## src/rtl/mem_arb_pkg.sv

```systemverilog
// Shared types and default widths for the memory arbiter slice.
// Round-robin arbitration is selected by defining MEM_ARB_RR_EN.
package mem_arb_pkg;
  localparam int MEM_N = 32;
  localparam int MEM_M = 16;

  typedef enum logic [1:0] {IDLE, ACCESS, RESP} state_t;
  typedef enum logic {P0 = 1'b0, P1 = 1'b1} port_t;
endpackage

```

## src/rtl/mem_arb_grant.sv

```systemverilog
// Winner selection between the data port (p0) and fetch port (p1).
// With MEM_ARB_RR_EN a last-winner pointer breaks ties; otherwise p0 has fixed priority.
module mem_arb_grant
  import mem_arb_pkg::*;
(
`ifdef MEM_ARB_RR_EN
  input  logic  clk,
  input  logic  rst,
  input  logic  grant_en,
`endif
  input  logic  p0_req,
  input  logic  p1_req,
  output port_t winner
);

`ifdef MEM_ARB_RR_EN
  port_t last;

  // Reset value P1 as "last winner" makes the first tie go to p0.
  always_ff @(posedge clk or posedge rst) begin
    if (rst)
      last <= P1;
    else if (grant_en)
      last <= winner;
  end

  always_comb begin
    winner = P0;
    if (p0_req && p1_req)
      winner = (last == P0) ? P1 : P0;
    else if (p1_req)
      winner = P1;
  end
`else
  assign winner = (p1_req && !p0_req) ? P1 : P0;
`endif

endmodule

```

## src/rtl/mem_arbiter.sv

```systemverilog
// Two-port request/acknowledge arbiter in front of the single-port memory.
// Define MEM_ARB_RR_EN for round-robin arbitration (default: p0 fixed priority).
module mem_arbiter
  import mem_arb_pkg::*;
#(
  parameter int N = MEM_N,
  parameter int M = MEM_M
) (
  input  logic         clk,
  input  logic         rst,
  input  logic         p0_req,
  input  logic         p0_we,
  input  logic [M-1:0] p0_addr,
  input  logic [N-1:0] p0_wdata,
  output logic         p0_ack,
  output logic [N-1:0] p0_rdata,
  input  logic         p1_req,
  input  logic         p1_we,
  input  logic [M-1:0] p1_addr,
  input  logic [N-1:0] p1_wdata,
  output logic         p1_ack,
  output logic [N-1:0] p1_rdata,
  output logic [M-1:0] mem_address,
  output logic         mem_wf,
  output logic [N-1:0] mem_w,
  input  logic [N-1:0] mem_v,
  output logic         busy
);

  state_t       state, state_nxt;
  port_t        winner, owner;
  logic         grant;
  logic         lat_we;
  logic [M-1:0] lat_addr;
  logic [N-1:0] lat_wdata;

  assign grant = (state == IDLE) && (p0_req || p1_req);

  mem_arb_grant u_grant (
`ifdef MEM_ARB_RR_EN
    .clk      (clk),
    .rst      (rst),
    .grant_en (grant),
`endif
    .p0_req   (p0_req),
    .p1_req   (p1_req),
    .winner   (winner)
  );

  always_ff @(posedge clk or posedge rst) begin
    if (rst)
      state <= IDLE;
    else
      state <= state_nxt;
  end

  // The request is snapshotted at grant so later input changes cannot disturb the access.
  always_ff @(posedge clk or posedge rst) begin
    if (rst) begin
      owner     <= P0;
      lat_we    <= 1'b0;
      lat_addr  <= '0;
      lat_wdata <= '0;
    end else if (grant) begin
      owner     <= winner;
      lat_we    <= (winner == P0) ? p0_we    : p1_we;
      lat_addr  <= (winner == P0) ? p0_addr  : p1_addr;
      lat_wdata <= (winner == P0) ? p0_wdata : p1_wdata;
    end
  end

  always_ff @(posedge clk or posedge rst) begin
    if (rst) begin
      p0_rdata <= '0;
      p1_rdata <= '0;
    end else if (state == ACCESS && !lat_we) begin
      if (owner == P0)
        p0_rdata <= mem_v;
      else
        p1_rdata <= mem_v;
    end
  end

  // Acks and write-enable decode straight from state so an async reset kills them at once.
  always_comb begin
    state_nxt = state;
    p0_ack    = 1'b0;
    p1_ack    = 1'b0;
    mem_wf    = 1'b0;
    busy      = 1'b0;
    case (state)
      IDLE: begin
        if (grant)
          state_nxt = ACCESS;
      end
      ACCESS: begin
        busy      = 1'b1;
        mem_wf    = lat_we;
        state_nxt = RESP;
      end
      RESP: begin
        busy      = 1'b1;
        p0_ack    = (owner == P0);
        p1_ack    = (owner == P1);
        state_nxt = IDLE;
      end
      default: state_nxt = IDLE;
    endcase
  end

  assign mem_address = lat_addr;
  assign mem_w       = lat_wdata;

endmodule
```

## config.mk

```make
export PLATFORM = sky130hd
export DESIGN_NAME = mem_arbiter
export DESIGN_NICKNAME = d
export VERILOG_FILES = /design/src/rtl/mem_arb_pkg.sv /design/src/rtl/mem_arb_grant.sv /design/src/rtl/mem_arbiter.sv
export SDC_FILE = /design/constraint.sdc
export NUM_CORES = 1
export LEC_CHECK = 0
export CORE_ASPECT_RATIO = 1.2
export CORE_UTILIZATION = 42
export CTS_CLUSTER_DIAMETER = 150
export DETAILED_ROUTE_END_ITERATION = 7
export GPL_ROUTABILITY_DRIVEN = 0
export PLACE_DENSITY = 0.81
export SKIP_LAST_GASP = 1
export SYNTH_ARGS = -nofsm -noshare
export SYNTH_HDL_FRONTEND = slang
export SYNTH_SLANG_ARGS = --single-unit
```

## constraint.sdc

```tcl
create_clock -name clk -period 5.5 [get_ports clk]
set_clock_uncertainty 0.05 [all_clocks]
set_input_delay 1.1 -clock clk [delete_from_list [all_inputs] [get_ports clk]]
set_output_delay 1.1 -clock clk [all_outputs]
set_load 0.1 [all_outputs]
```

==> results.ini <==
[run_status]
status = finished, final reports clean

[drt]
wire_per_inst_um = 19.0
route.detailed.drc = 0
vias_per_cell = 5.35
drt_first_pass_iters = 4
vias = 4244
drt_iter0_markers = 301
wl_mm = 15.1
antenna_left = 0

[clock_network]
clkTransAtPathRegs_ns = 0.05
cts_resized = 0
cts-root-buf = clkbuf_16
hold_buffers = 0
clockBufferDepth = 2
clkLatencyLatePin_ns = 0.40
cts_buffers = 17
clock_sinks = 116
tritoncts = yes
post-cts-setup-buffer-count = 0
cts_max_level = 4

[synthesis]
synth_top_area_share_pct = 53.4
synthesis.area_um2 = 5440
synth_cells = 382
yosys_warnings = 0
avgSynthCellArea_um2 = 14.2
netlist_top_cells_area = dfrtp_1 53%, mux2_2 13%, nand4bb_1 10%
synth_fp_nets = 521
yosysSeqAreaShare_pct = 53.4
ys_ff_latch = 116
synth_cell_types = 22
synth_top_area_cell = dfrtp_1

[timing]
slew_violations = 0
fin_crit_sh_pct = 66.3
fin_setup_tns_ns = 0
hold_violations = 0
rsz0062_at_grt = false
period_needed_ns = 3.64
fmax_ghz = 0.274
maxSlewHeadroom_pct = 29.4
setup_violations = 0
setup_ws_ns = 1.86
worstMarginPinSlew_ns = 1.06

[placed_design]
port_buffers = 249
place_ws_ns = 2.27
dpl_cell_area_um2 = 7930
hpwl_mm = 10.0

[layout]
diodes = 0
postLayoutCellArea_um2 = 8560
final_layout_size_suffix_gt1_share_pct = 17.5
nNetsFinal = 755
final_cell_mix = 247 x clkdlybuf4s50_1, 116 x dfrtp_1, 64 x mux2_2, 49 x nand4bb_1
final_common_cell = clkdlybuf4s50_1
fill_cells = 916
syn_to_final_growth_pct = 57.4

[floorplan]
fp.dieH_um = 127
design.die.area_um2 = 13400
io_pins = 250
die_w_um = 106
rows = 45
core_um2 = 12600
initial_utilization_pct = 43.1

[global_routing]
antenna_found_initial = 0
grt_first_pass_wirelength_mm = 23.8
grt_pass1_vias = 4570
grt_max_degree = 101
track_usage_pct = 22.9
grt_remaining_overflow = 0

[setup_path]
critPathLaunchType = flip-flop
crit_arrival_ns = 2.49
crit_required_ns = 4.35
path_class = reg -> out
cp_max_fo = 4
critPathCaptureType = output port

[flow_run]
drv_cap = 0

[min_path]
hp-class = reg -> reg

final timing paths:
| check | start | depth (start not counted) | endpoint | slack [ns] |
|---|---|---|---|---|
| min in group asynchronous | rst | 2 | p0_rdata[22]$_DFFE_PP0P_ | 1.24 |
| min reg2reg | p0_rdata[29]$_DFFE_PP0P_ | 1 | p0_rdata[29]$_DFFE_PP0P_ | 0.45 |
| max reg2reg | state[0]$_DFFE_PP0P_ | 4 | mem_address[15]$_DFFE_PP0P_ | 2.58 |
| min | p0_rdata[29]$_DFFE_PP0P_ | 1 | p0_rdata[29]$_DFFE_PP0P_ | 0.45 |
| max in group asynchronous | rst | 3 | mem_w[4]$_DFFE_PP0P_ | 3.10 |
| max | state[1]$_DFFE_PP0P_ | 4 | mem_wf | 1.86 |
sequential cells by signal (all words and copies together) (netlist names):
name and count:
mem_w 32, p0_rdata 32, p1_rdata 32, mem_address 16, state 2, lat_we 1, owner 1
layer usage:
metal | track usage, % | share of wire, %
met5 | 0 | 0
met4 | 7.11 | 1.2
met2 | 39.3 | 49
met3 | 10.1 | 10
met1 | 25.6 | 40
synthesized netlist by cell type:
library cell  instances
dfrtp_1             116
mux2_2               64
nand4bb_1            49
nand3b_1             46
o211a_1              46
buf_2                12
clkbuf_1             12
buf_6                 9
ha_1                  5
buf_4                 4
inv_1                 3
o221a_2               3
a21oi_1               2
and2_1                2
mux2_1                2
and2b_1               1
clkbuf_2              1
nand2_1               1
nand3b_2              1
nor3b_2               1
nor3b_4               1
o21a_1                1
worst max-delay path, cell delays in order, from the launching register on:
cell and delay, ns:
dfrtp_1 0.40, inv_1 0.16, ha_1 0.23, and2_1 0.14
clkdlybuf4s50_1 1.17
final cells by class:
class                           instances  area, um^2  area share (%)
Multi-Input combinational cell        225        2290            26.8
Clock buffer                           18         429            5.01
Tap cell                              164         205            2.40
Clock inverter                         14         201            2.35
Sequential cell                       116        2900            33.9
Timing Repair Buffer                  253        2510            29.4
Inverter                                3        13.8           0.161
cell families after synthesis:
| family | Yosys count | synth area share (%) |
|---|---|---|
| buffers and inverters | 41 | 4.65 |
| multiplexers | 66 | 13.7 |
| flip-flops | 116 | 53.4 |
| adder cells (fa/ha/maj) | 5 | 1.15 |
| AO/OA/AOI/OAI | 52 | 9.41 |
| AND/OR/NAND/NOR | 102 | 17.7 |
through the flow:
stage | hold slack (ns) | cells | utilization (%)
floorplan | 0.456 | 382 | -
global placement | 0.417 | 761 | 62.9
detailed placement | 0.432 | 761 | 62.9
CTS | 0.449 | 793 | 67.9
global route | 0.451 | 793 | 67.9
finish | 0.446 | 793 | 67.9
Power is not shown: default switching activity piles up to over one toggle a cycle in this logic, so the estimate is an artifact.
